`src/rtl/uart_pkg.sv`:
```
// Purpose : shared types and helpers for the UART transmit path (and the future RX path).
// Latency : n/a (types, constants and a constant function only).
// Backpr. : n/a.
package uart_pkg;

    typedef enum logic [1:0] {
        PARITY_NONE = 2'd0,
        PARITY_ODD  = 2'd1,
        PARITY_EVEN = 2'd2
    } parity_e;

    typedef enum logic [2:0] {
        IDLE,
        START,
        DATA,
        PARITY,
        STOP
    } tx_state_e;

    // Width of the baud phase accumulator. It must hold acc + BAUD, and acc
    // stays below clk_hz, so clk_hz + baud is the largest value it ever sees.
    function automatic int baud_acc_w(input longint clk_hz, input longint baud);
        return $clog2(clk_hz + baud) + 1;
    endfunction

endpackage

```
`src/rtl/uart_sync_fifo.sv`:
```
// Purpose : single-clock FIFO, read data presented combinationally at the read pointer.
// Latency : a push is visible on empty_o/count_o the cycle after the push edge.
// Backpr. : full_o derived from registered count; pushes while full and pops while empty are ignored.
//
// Ports:
//   clk_i, rstn_i          clock, synchronous active-low reset (clears pointers and count)
//   push_i, wdata_i, full_o   write side
//   pop_i, rdata_o, empty_o   read side; rdata_o is the head word whenever !empty_o
//   count_o                words currently stored (0..DEPTH)
module uart_sync_fifo #(
    parameter  int unsigned WIDTH = 8,
    parameter  int unsigned DEPTH = 16,
    localparam int unsigned AW    = $clog2(DEPTH),
    localparam int unsigned CW    = AW + 1
) (
    input  logic             clk_i,
    input  logic             rstn_i,
    input  logic             push_i,
    input  logic [WIDTH-1:0] wdata_i,
    output logic             full_o,
    input  logic             pop_i,
    output logic [WIDTH-1:0] rdata_o,
    output logic             empty_o,
    output logic [CW-1:0]    count_o
);

    if (DEPTH < 2 || (DEPTH & (DEPTH - 1)) != 0) begin : g_bad_depth
        $error("uart_sync_fifo: DEPTH must be a power of two and at least 2");
    end

    logic [WIDTH-1:0] mem_q [DEPTH];
    logic [AW-1:0]    wr_ptr_q, wr_ptr_d;
    logic [AW-1:0]    rd_ptr_q, rd_ptr_d;
    logic [CW-1:0]    count_q, count_d;
    logic             do_push;
    logic             do_pop;

    assign full_o  = (count_q == CW'(DEPTH));
    assign empty_o = (count_q == '0);
    assign count_o = count_q;
    assign rdata_o = mem_q[rd_ptr_q];

    assign do_push = push_i && !full_o;
    assign do_pop  = pop_i && !empty_o;

    // Pointers wrap for free because DEPTH is a power of two.
    always_comb begin
        wr_ptr_d = wr_ptr_q;
        rd_ptr_d = rd_ptr_q;
        count_d  = count_q;
        if (do_push) begin
            wr_ptr_d = wr_ptr_q + AW'(1);
        end
        if (do_pop) begin
            rd_ptr_d = rd_ptr_q + AW'(1);
        end
        if (do_push && !do_pop) begin
            count_d = count_q + CW'(1);
        end else if (do_pop && !do_push) begin
            count_d = count_q - CW'(1);
        end
    end

    always_ff @(posedge clk_i) begin
        if (!rstn_i) begin
            wr_ptr_q <= '0;
            rd_ptr_q <= '0;
            count_q  <= '0;
        end else begin
            wr_ptr_q <= wr_ptr_d;
            rd_ptr_q <= rd_ptr_d;
            count_q  <= count_d;
        end
    end

    // Storage is not reset: stale entries are unreachable once the pointers clear.
    always_ff @(posedge clk_i) begin
        if (do_push) begin
            mem_q[wr_ptr_q] <= wdata_i;
        end
    end

endmodule

```
`src/rtl/uart_tx_param.sv`:
```
// Purpose : UART transmitter, 5..8 data bits LSB first, optional parity, 1 or 2 stop bits, input FIFO.
// Latency : word accepted at edge E into an idle, empty block drives the start bit from edge E+1.
// Backpr. : tx_ready_o = FIFO not full (registered count); frames go out back-to-back while queued.
//
// Ports:
//   sys_clk_i, sys_rstn_i   clock, synchronous active-low reset
//   tx_valid_i, tx_data_i   producer word, accepted when tx_valid_i && tx_ready_o
//   tx_ready_o              FIFO has room
//   fifo_count_o            words queued, not counting the frame on the line
//   busy_o                  a frame is in progress
//   uart_tx_o               registered serial line, idle high
module uart_tx_param
    import uart_pkg::*;
#(
    parameter  int unsigned CLK_HZ     = 100_000_000,
    parameter  int unsigned BAUD       = 115200,
    parameter  int unsigned DATA_BITS  = 8,
    parameter  parity_e     PARITY     = PARITY_NONE,
    parameter  int unsigned STOP_BITS  = 1,
    parameter  int unsigned FIFO_DEPTH = 16,
    localparam int unsigned CNT_W      = $clog2(FIFO_DEPTH) + 1
) (
    input  logic                 sys_clk_i,
    input  logic                 sys_rstn_i,
    input  logic                 tx_valid_i,
    input  logic [DATA_BITS-1:0] tx_data_i,
    output logic                 tx_ready_o,
    output logic [CNT_W-1:0]     fifo_count_o,
    output logic                 busy_o,
    output logic                 uart_tx_o
);

    if (CLK_HZ < 4 * BAUD) begin : g_bad_baud
        $error("uart_tx_param: CLK_HZ must be at least 4*BAUD");
    end
    if (DATA_BITS < 5 || DATA_BITS > 8) begin : g_bad_bits
        $error("uart_tx_param: DATA_BITS must be 5..8");
    end
    if (STOP_BITS < 1 || STOP_BITS > 2) begin : g_bad_stop
        $error("uart_tx_param: STOP_BITS must be 1 or 2");
    end

    localparam int unsigned            ACC_W      = baud_acc_w(CLK_HZ, BAUD);
    localparam logic [ACC_W-1:0]       ACC_CLK    = ACC_W'(CLK_HZ);
    localparam logic [ACC_W-1:0]       ACC_BAUD   = ACC_W'(BAUD);
    localparam logic [2:0]             LAST_DATA  = 3'(DATA_BITS - 1);
    localparam logic [2:0]             LAST_STOP  = 3'(STOP_BITS - 1);
    localparam bit                     HAS_PARITY = (PARITY != PARITY_NONE);

    // ---------------------------------------------------------------- FIFO
    logic                 fifo_push;
    logic                 fifo_pop;
    logic                 fifo_full;
    logic                 fifo_empty;
    logic [DATA_BITS-1:0] fifo_rdata;
    logic [CNT_W-1:0]     fifo_count;

    assign fifo_push = tx_valid_i && !fifo_full;

    uart_sync_fifo #(
        .WIDTH (DATA_BITS),
        .DEPTH (FIFO_DEPTH)
    ) u_fifo (
        .clk_i   (sys_clk_i),
        .rstn_i  (sys_rstn_i),
        .push_i  (fifo_push),
        .wdata_i (tx_data_i),
        .full_o  (fifo_full),
        .pop_i   (fifo_pop),
        .rdata_o (fifo_rdata),
        .empty_o (fifo_empty),
        .count_o (fifo_count)
    );

    assign tx_ready_o   = !fifo_full;
    assign fifo_count_o = fifo_count;

    // ---------------------------------------------------------------- state
    tx_state_e            state_q, state_d;
    logic [ACC_W-1:0]     acc_q, acc_d;
    logic [2:0]           bit_cnt_q, bit_cnt_d;
    logic [DATA_BITS-1:0] shift_q, shift_d;
    logic                 par_q, par_d;
    logic                 line_q, line_d;

    logic [ACC_W-1:0]     acc_sum;
    logic                 tick;
    logic                 load_par;

    // Fractional baud: a tick each time the phase wraps past CLK_HZ, so bit
    // lengths alternate between floor and ceil of CLK_HZ/BAUD.
    assign acc_sum = acc_q + ACC_BAUD;
    assign tick    = (acc_sum >= ACC_CLK);

    assign load_par = (PARITY == PARITY_ODD) ? ~(^fifo_rdata) : (^fifo_rdata);

    // The line is registered, so line_d is the value for the state being
    // entered, not the current one.
    always_comb begin
        state_d   = state_q;
        bit_cnt_d = bit_cnt_q;
        shift_d   = shift_q;
        par_d     = par_q;
        line_d    = line_q;
        fifo_pop  = 1'b0;

        if (state_q == IDLE) begin
            acc_d = '0;
        end else if (tick) begin
            acc_d = acc_sum - ACC_CLK;
        end else begin
            acc_d = acc_sum;
        end

        case (state_q)
            IDLE: begin
                line_d = 1'b1;
                if (!fifo_empty) begin
                    fifo_pop = 1'b1;
                    shift_d  = fifo_rdata;
                    par_d    = load_par;
                    state_d  = START;
                    line_d   = 1'b0;
                end
            end
            START: begin
                if (tick) begin
                    state_d   = DATA;
                    bit_cnt_d = '0;
                    line_d    = shift_q[0];
                end
            end
            DATA: begin
                if (tick) begin
                    shift_d = shift_q >> 1;
                    if (bit_cnt_q == LAST_DATA) begin
                        bit_cnt_d = '0;
                        if (HAS_PARITY) begin
                            // The state literal is qualified: the parameter of the same name hides it.
                            state_d = uart_pkg::PARITY;
                            line_d  = par_q;
                        end else begin
                            state_d = STOP;
                            line_d  = 1'b1;
                        end
                    end else begin
                        bit_cnt_d = bit_cnt_q + 3'd1;
                        line_d    = shift_q[1];
                    end
                end
            end
            uart_pkg::PARITY: begin
                if (tick) begin
                    state_d   = STOP;
                    bit_cnt_d = '0;
                    line_d    = 1'b1;
                end
            end
            STOP: begin
                if (tick) begin
                    if (bit_cnt_q == LAST_STOP) begin
                        bit_cnt_d = '0;
                        if (!fifo_empty) begin
                            // Chain straight into the next start bit; the
                            // accumulator keeps its phase across frames.
                            fifo_pop = 1'b1;
                            shift_d  = fifo_rdata;
                            par_d    = load_par;
                            state_d  = START;
                            line_d   = 1'b0;
                        end else begin
                            state_d = IDLE;
                            line_d  = 1'b1;
                        end
                    end else begin
                        bit_cnt_d = bit_cnt_q + 3'd1;
                    end
                end
            end
            default: begin
                state_d = IDLE;
                line_d  = 1'b1;
            end
        endcase
    end

    always_ff @(posedge sys_clk_i) begin
        if (!sys_rstn_i) begin
            state_q   <= IDLE;
            acc_q     <= '0;
            bit_cnt_q <= '0;
            shift_q   <= '0;
            par_q     <= 1'b0;
            line_q    <= 1'b1;
        end else begin
            state_q   <= state_d;
            acc_q     <= acc_d;
            bit_cnt_q <= bit_cnt_d;
            shift_q   <= shift_d;
            par_q     <= par_d;
            line_q    <= line_d;
        end
    end

    assign busy_o    = (state_q != IDLE);
    assign uart_tx_o = line_q;

endmodule

```
`config.mk`:
```
export PLATFORM = sky130hd
export DESIGN_NAME = uart_tx_param
export DESIGN_NICKNAME = d
export VERILOG_FILES = /design/src/rtl/uart_pkg.sv /design/src/rtl/uart_sync_fifo.sv /design/src/rtl/uart_tx_param.sv
export SDC_FILE = /design/constraint.sdc
export NUM_CORES = 1
export LEC_CHECK = 0
export ABC_AREA = 1
export CORE_AREA = 2 2 116 118
export DETAILED_ROUTE_END_ITERATION = 8
export DIE_AREA = 0 0 118 120
export PLACE_DENSITY = 0.89
export SETUP_SLACK_MARGIN = 0.2
export SKIP_CTS_REPAIR_TIMING = 1
export SLEW_MARGIN = 20
export SYNTH_ARGS = -nofsm -noshare
export SYNTH_HDL_FRONTEND = slang
export SYNTH_SLANG_ARGS = --single-unit
```
`constraint.sdc`:
```
create_clock -name sys_clk_i -period 5.5 [get_ports sys_clk_i]
set_input_delay 1.1 -clock sys_clk_i [delete_from_list [all_inputs] [get_ports sys_clk_i]]
set_output_delay 1.1 -clock sys_clk_i [all_outputs]
set_load 0.05 [all_outputs]
```
==> reports/metrics.yaml, run 1 <==
outcome: "completed"
crit_arrival_ns: 4.86
slowest_delay_ns: 0.42
fin_setup_tns_ns: 0
worstHoldPathType: "reg -> reg"
syn_area_sq_um: 8460
dieArea_sq_um: 14200
r2r_start: "acc_q[9]"
cts_max_level: 4
ys_warn_count: 0
critPathCaptureType: "flop"
diodes: 0
cts_buffers: 17
drv_cap: 0
pwr-share-seq_pct: 37.0
slew_headroom_pct: 32.4
syn_avg_cell_area_sq_um: 9.46
worst-path-buf-inv: 3
p_sw_share_pct: 38.5
ys.flop_type: "edfxtp_1"
dpl_cell_area_sq_um: 8720
drc_errors: 0
viasPerCell: 6.10
ys_types: 44
max_freq_ghz: 0.220
synth_cells: 894
yosysMostFrequentCell: "nor2_1"
vias: 6647
finalInstanceArea_sq_um: 9320
grt_antenna_before_repair: 0
setup.worst_path.end: "u_fifo.count_o[4]"
cp_common_cell: "nand2_1"
cp.required_ns: 5.81
synthArstFlopShare_pct: 0
yosysTopAreaCell: "edfxtp_1"
power_frac_comb_pct: 35.4
drt_iter0_drc: 953
p_leak_uw: 0.00337
wl_um: 19800
numPortBuffers: 18
synth_edf_count: 128
cp.depth: 27
rows: 42
grt_overflow: 0
synth_top_area_share_pct: 45.4
irDropWorstVdd_uv: 572
p_int_uw: 2760
ios: 19
synth_nets: 923
crit_family: "simple AND/OR/NAND/NOR gates"
r2r_cells: 27
regToRegSetupSlack_ns: 0.96
crit_slowest_cell: "dfxtp_1"
worstSkewPairLatency_ns: 0.44
maxSlewViolCount: 0
p_per_area_nw_per_um2: 481
drtAntennaViolNets: 0
seq_area_frac_synth_pct: 57.7
critPathLaunch: "acc_q[9]"
worst_clock_skew_ns: 0.0119
worst_pin_slew_ns: 1.01
fp.dieH_um: 120
track_usage_pct: 28.5
cts_tree: "done"
hold_viol_final: 0
rsz0062_at_grt: "false"
ys_ff_latch: 180
post-route-period-util_pct: 82.6
synthTopCellsByArea: "edfxtp_1 (45%), dfxtp_1 (12%), nor2_1 (6.7%), nand2_1 (6.6%), o21ai_0 (5.4%)"
coreArea_sq_um: 13000
final_net_count: 931
hp-start: "shift_q[2]"
gp_congestion: 0.928
final_layout_size_suffix_gt1_share_pct: 8.64
die_w_um: 118
cp_max_fo: 31
clk_path_buf_depth: 2
grt_max_degree: 66
net-switching-power_uw: 1730
setup_viol: 0
cp-start-kind: "flop"
first_global_vias: 6303
wl_per_cell_um: 18.1
clockPowerShare_pct: 27.6
grt_pass1_wl_um: 31200
cts_root_buf: "clkbuf_16"
min_period_ns: 4.54
synthTopCellsByCount: "nor2_1 (151), nand2_1 (148), edfxtp_1 (128), o21ai_0 (92), inv_1 (62)"
first_pass_iters: 6
initial_utilization_pct: 65.2
clkTransAtPathRegs_ns: 0.07
areaGrowthSynthToFinish_pct: 10.2
crit_type: "reg -> reg"
cts_sinks: 180
dp_hpwl_um: 11800
timing.rr.end: "u_fifo.count_o[4]"
metrics by stage:
stage          power [uW]  setup slack [ns]  instances  hold WS, ns  utilization [%]
5_1_grt              4700             0.593       1090        0.510             71.8
3_5_place_dp         3190              1.40       1059        0.475             67.2
2_1_floorplan        2830              2.11        894        0.449                -
6_report             4480             0.957       1090        0.489             71.8
3_3_place_gp         3130              1.62       1059        0.440             67.2
4_1_cts              4450              1.10       1090        0.489             71.8
metal layers:
metal / global-route usage (%) / vias up / part of all wire (%)
met5: 0 / - / 0
met4: 14.8 / 0 / 3.5
met3: 5.66 / 66 / 11
met2: 46.0 / 459 / 48
met1: 36.7 / 3022 / 37
li1: - / 3100 / -
worst reg2reg max path: cells and delay by family, from the launching register on:
family | cells | cell delay [ns]
AO/OA/AOI/OAI | 3 | 0.64
buffers and inverters | 3 | 0.29
adder cells (fa/ha/maj) | 3 | 0.76
flip-flops | 1 | 0.42
AND/OR/NAND/NOR | 18 | 2.33
cell families (layout without fill, tap and decap cells):
group                    Yosys count  after routing  synth area share [%]
multiplexers                       4              4                 0.473
AND/OR/NAND/NOR                  397            397                  20.7
buffers and inverters            107            127                  5.25
XOR/XNOR                           6              6                 0.621
AO/OA/AOI/OAI                    182            182                  12.4
adder cells (fa/ha/maj)           18             18                  2.75
flip-flops                       180            180                  57.7
final cells by class:
type	count	area, sq um
sequential	180	4890
fill	839	3660
multi-input combinational	607	3130
clock buffer	18	429
inverter	75	282
tap	176	220
timing repair buffer	21	203
clock inverter	13	171
placed cells by master, fill, tap and decap left out, drive strengths merged, types with 4 or more instances in the layout:
| master | instances |
|---|---|
| a21oi | 39 |
| clkbuf | 18 |
| clkdlybuf4s50 | 18 |
| clkinv | 4 |
| dfxtp | 52 |
| edfxtp | 128 |
| ha | 17 |
| inv | 79 |
| mux2i | 4 |
| nand2 | 161 |
| nand3 | 54 |
| nand4 | 8 |
| nor2 | 164 |
| nor3 | 5 |
| o21ai | 99 |
| o221ai | 24 |
| o22ai | 10 |
| xor2 | 4 |
state kept, by name, summed over array words and instances, names as in the netlist, named ones only:
| name | count |
|---|---|
| u_fifo.mem_q | 128 |
| u_fifo.wr_ptr_q | 4 |
| state_q | 3 |
| uart_tx_o | 1 |
| acc_q | 20 |
| u_fifo.rd_ptr_q | 4 |
| u_fifo.count_o | 5 |
| shift_q | 8 |
| bit_cnt_q | 3 |
power groups by stage:
stage	Clock [uW]	Combinational (uW)	Sequential, uW
after floorplan	0	1120	1710
after global routing	1290	1740	1670
after CTS	1240	1550	1650
final	1240	1580	1660
after detailed placement	0	1510	1680
after global placement	0	1450	1680
worst min path at each step:
stage / to / cells after the start
finish: shift_q[2] / 2
global route: acc_q[8] / 2
CTS: shift_q[2] / 2
detailed placement: bit_cnt_q[1] / 2
global placement: uart_tx_o / 2
floorplan: shift_q[0] / 2
(Power assumes the default switching activity.)
==> run 2: changes to the inputs <==
- CORE_AREA: 2 2 116 118 -> 2 2 126 128
- DIE_AREA: 0 0 118 120 -> 0 0 128 130
- PLACE_DENSITY: 0.89 -> 0.8
- clock period: 5.5 -> 4 ns (I/O delays scaled with it)
==> run 2 against run 1 <==
Total power increased by 37%. Fmax increased by 31%. Clock skew decreased by 0.0028 ns. Clock-buffer cell count unchanged. Sequential share of layout area decreased by 0.76 points. Register-to-register slack got worse by 0.43 ns. Worst setup slack got worse by 0.43 ns. Via count decreased by 2.7%. Combinational power increased by 41%. Sequential cell count unchanged. Die area increased by 18%. Critical endpoint unchanged.
==> reports/metrics.yaml, run 2 (synthesis results as in run 1) <==
post-place-ws_ns: 0.230  # -1.17 ns
setup_viol: 0  # unchanged
max_freq_ghz: 0.288  # +31%
drt_iter0_drc: 751  # -21%
fin_setup_tns_ns: 0  # unchanged
rows: 46  # +9.5%
post-route-period-util_pct: 86.9  # +4.3 points
first_global_vias: 5894  # -6.5%
min_period_ns: 3.47  # -1.07 ns
slowest_delay_ns: 0.36  # -0.06 ns
clockPowerShare_pct: 26.6  # -1.0 points
critPathCaptureType: "flop"
dp_hpwl_um: 11400  # -3.5%
holdPathEnd: "uart_tx_o"
vias: 6469  # -2.7%
cts_tree: "done"
die_w_um: 128  # +8.5%
worst_clock_skew_ns: 0.00907  # -0.00284 ns
drtAntennaViolNets: 0  # unchanged
grt_pass1_wl_um: 28900  # -7.3%
fin_util_pct: 61.4  # -10 points
worstHoldPathType: "reg -> reg"
fp.dieH_um: 130  # +8.3%
cts_sinks: 180  # unchanged
whs_path_depth: 2  # unchanged
hold_viol_final: 0  # unchanged
first_pass_iters: 7  # +1
finalInstanceArea_sq_um: 9470  # +1.6%
crit_arrival_ns: 3.79  # -1.07 ns
p_per_area_nw_per_um2: 647  # +35%
wl_per_cell_um: 16.7  # -7.8%
track_usage_pct: 22.7  # -5.8 points
p_sw_share_pct: 38.2  # -0.30 points
dpl_cell_area_sq_um: 8760  # +0.49%
drc_errors: 0  # unchanged
pwr-share-seq_pct: 37.1  # about the same
crit_type: "reg -> reg"
place_inst: 1078  # +1.8%
cts_max_level: 4  # unchanged
cp-start-kind: "flop"
r2r_start: "acc_q[9]"
final_layout_size_suffix_gt1_share_pct: 11.1  # +2.4 points
top_regs: "u_fifo.mem_q (128), acc_q (20), shift_q (8)"
diodes: 0  # unchanged
regMostFlops: "u_fifo.mem_q"
gp_congestion: 0.908  # -2.1%
r2r_cells: 28  # +3.7%
viasPerCell: 5.80  # -4.9%
initial_utilization_pct: 54.8  # -10 points
largest_reg_flops: 128  # unchanged
p_int_uw: 3780  # +37%
p_leak_uw: 0.00342  # +1.5%
worstSkewPairLatency_ns: 0.43  # about the same
outcome: "completed"
layout_commonest_cell: "nor2_1"
coreArea_sq_um: 15400  # +19%
maxSlewViolCount: 0  # unchanged
worst_pin_slew_ns: 1.04  # +0.0298 ns
crit_slowest_cell: "dfxtp_4"
drv_cap: 0  # unchanged
cp.required_ns: 4.32  # -1.49 ns
cts_buffers: 17  # unchanged
regToRegSetupSlack_ns: 0.53  # -0.43 ns
cp_max_fo: 6  # -81%
cts_root_buf: "clkbuf_16"
wl_um: 18700  # -5.7%
grt_antenna_before_repair: 0  # unchanged
cp_common_cell: "nand2_1"
hp-start: "uart_tx_o"
timing.rr.end: "u_fifo.count_o[4]"
layout_common_cells: "nor2_1 (148), nand2_1 (144), edfxtp_1 (128)"
net-switching-power_uw: 2340  # +36%
final_net_count: 940  # +0.97%
clk_path_buf_depth: 2  # unchanged
worst_slack_ns: 0.525  # -0.432 ns
areaGrowthSynthToFinish_pct: 12.0
ios: 19  # unchanged
grt_max_degree: 65  # -1.5%
numPortBuffers: 18  # unchanged
grt_overflow: 0  # unchanged
dieArea_sq_um: 16600  # +18%
final_cells: 1115  # +2.3%
irDropWorstVdd_uv: 665  # +16%
rsz0062_at_grt: "false"
slew_headroom_pct: 30.5  # -2.0 points
power_frac_comb_pct: 36.3  # +0.9 points
clkTransAtPathRegs_ns: 0.07  # about the same
run 2: cell count changes in the layout (fill, tap and decap cells not counted), moves of 3 or more:
| cell | change |
|---|---|
| nand3_2 | +3 |
| nand3_1 | -3 |
| nand2_1 | -4 |
| buf_4 | +8 |
| nand2_4 | +4 |
run 2: final cells by class:
cell class,instances,area (sq um)
repair buffers,29,263
flip-flops and latches,180,4890
clock buffers,18,429
inverters,75,282
well taps,192,240
fillers,1191,5950
multi-input cells,608,3220
clock inverters,13,150
run 2: stage by stage:
stage,power (uW),hold WS [ns]
2_1_floorplan,3890,0.449
3_3_place_gp,4340,0.443
3_5_place_dp,4380,0.452
4_1_cts,6000,0.469
5_1_grt,6480,0.512
6_report,6130,0.461
run 2: routing by layer:
metal	up-vias	GRT usage (%)	wire, um
met5	-	0	0
met4	0	9.50	408
met3	45	4.26	1310
met2	294	39.4	9490
met1	3020	28.1	7440
li1	3110	-	-
run 2: how the worst max path moves through the flow:
| stage | from | end |
|---|---|---|
| after detailed placement | acc_q[9] | u_fifo.count_o[4] |
| final | acc_q[9] | u_fifo.count_o[4] |
| after global placement | acc_q[9] | u_fifo.count_o[4] |
| after floorplan | acc_q[9] | u_fifo.count_o[4] |
| after global routing | acc_q[9] | u_fifo.count_o[4] |
| after CTS | acc_q[9] | u_fifo.count_o[4] |
run 2: power groups by stage:
stage / clock network (uW) / logic (uW) / registers (uW)
final: 1630 / 2230 / 2270
after floorplan: 0 / 1540 / 2360
after global placement: 0 / 2040 / 2300
after global routing: 1710 / 2480 / 2290
after detailed placement: 0 / 2070 / 2300
after CTS: 1640 / 2090 / 2270
run 2: worst max-delay path, delay by kind of cell, from the launching register on:
family | cells | cell delay (ns)
and+or+nand+nor | 19 | 1.74
DFF | 1 | 0.36
buffers and inverters | 3 | 0.20
AOI/OAI and AO/OA | 3 | 0.40
adders and majority gates | 3 | 0.67
==> run 3: changes to the inputs <==
- SKIP_LAST_GASP: unset -> 1
==> results of run 3 <==
Same layout as run 2: the final DEF is identical, and so are final timing and power.
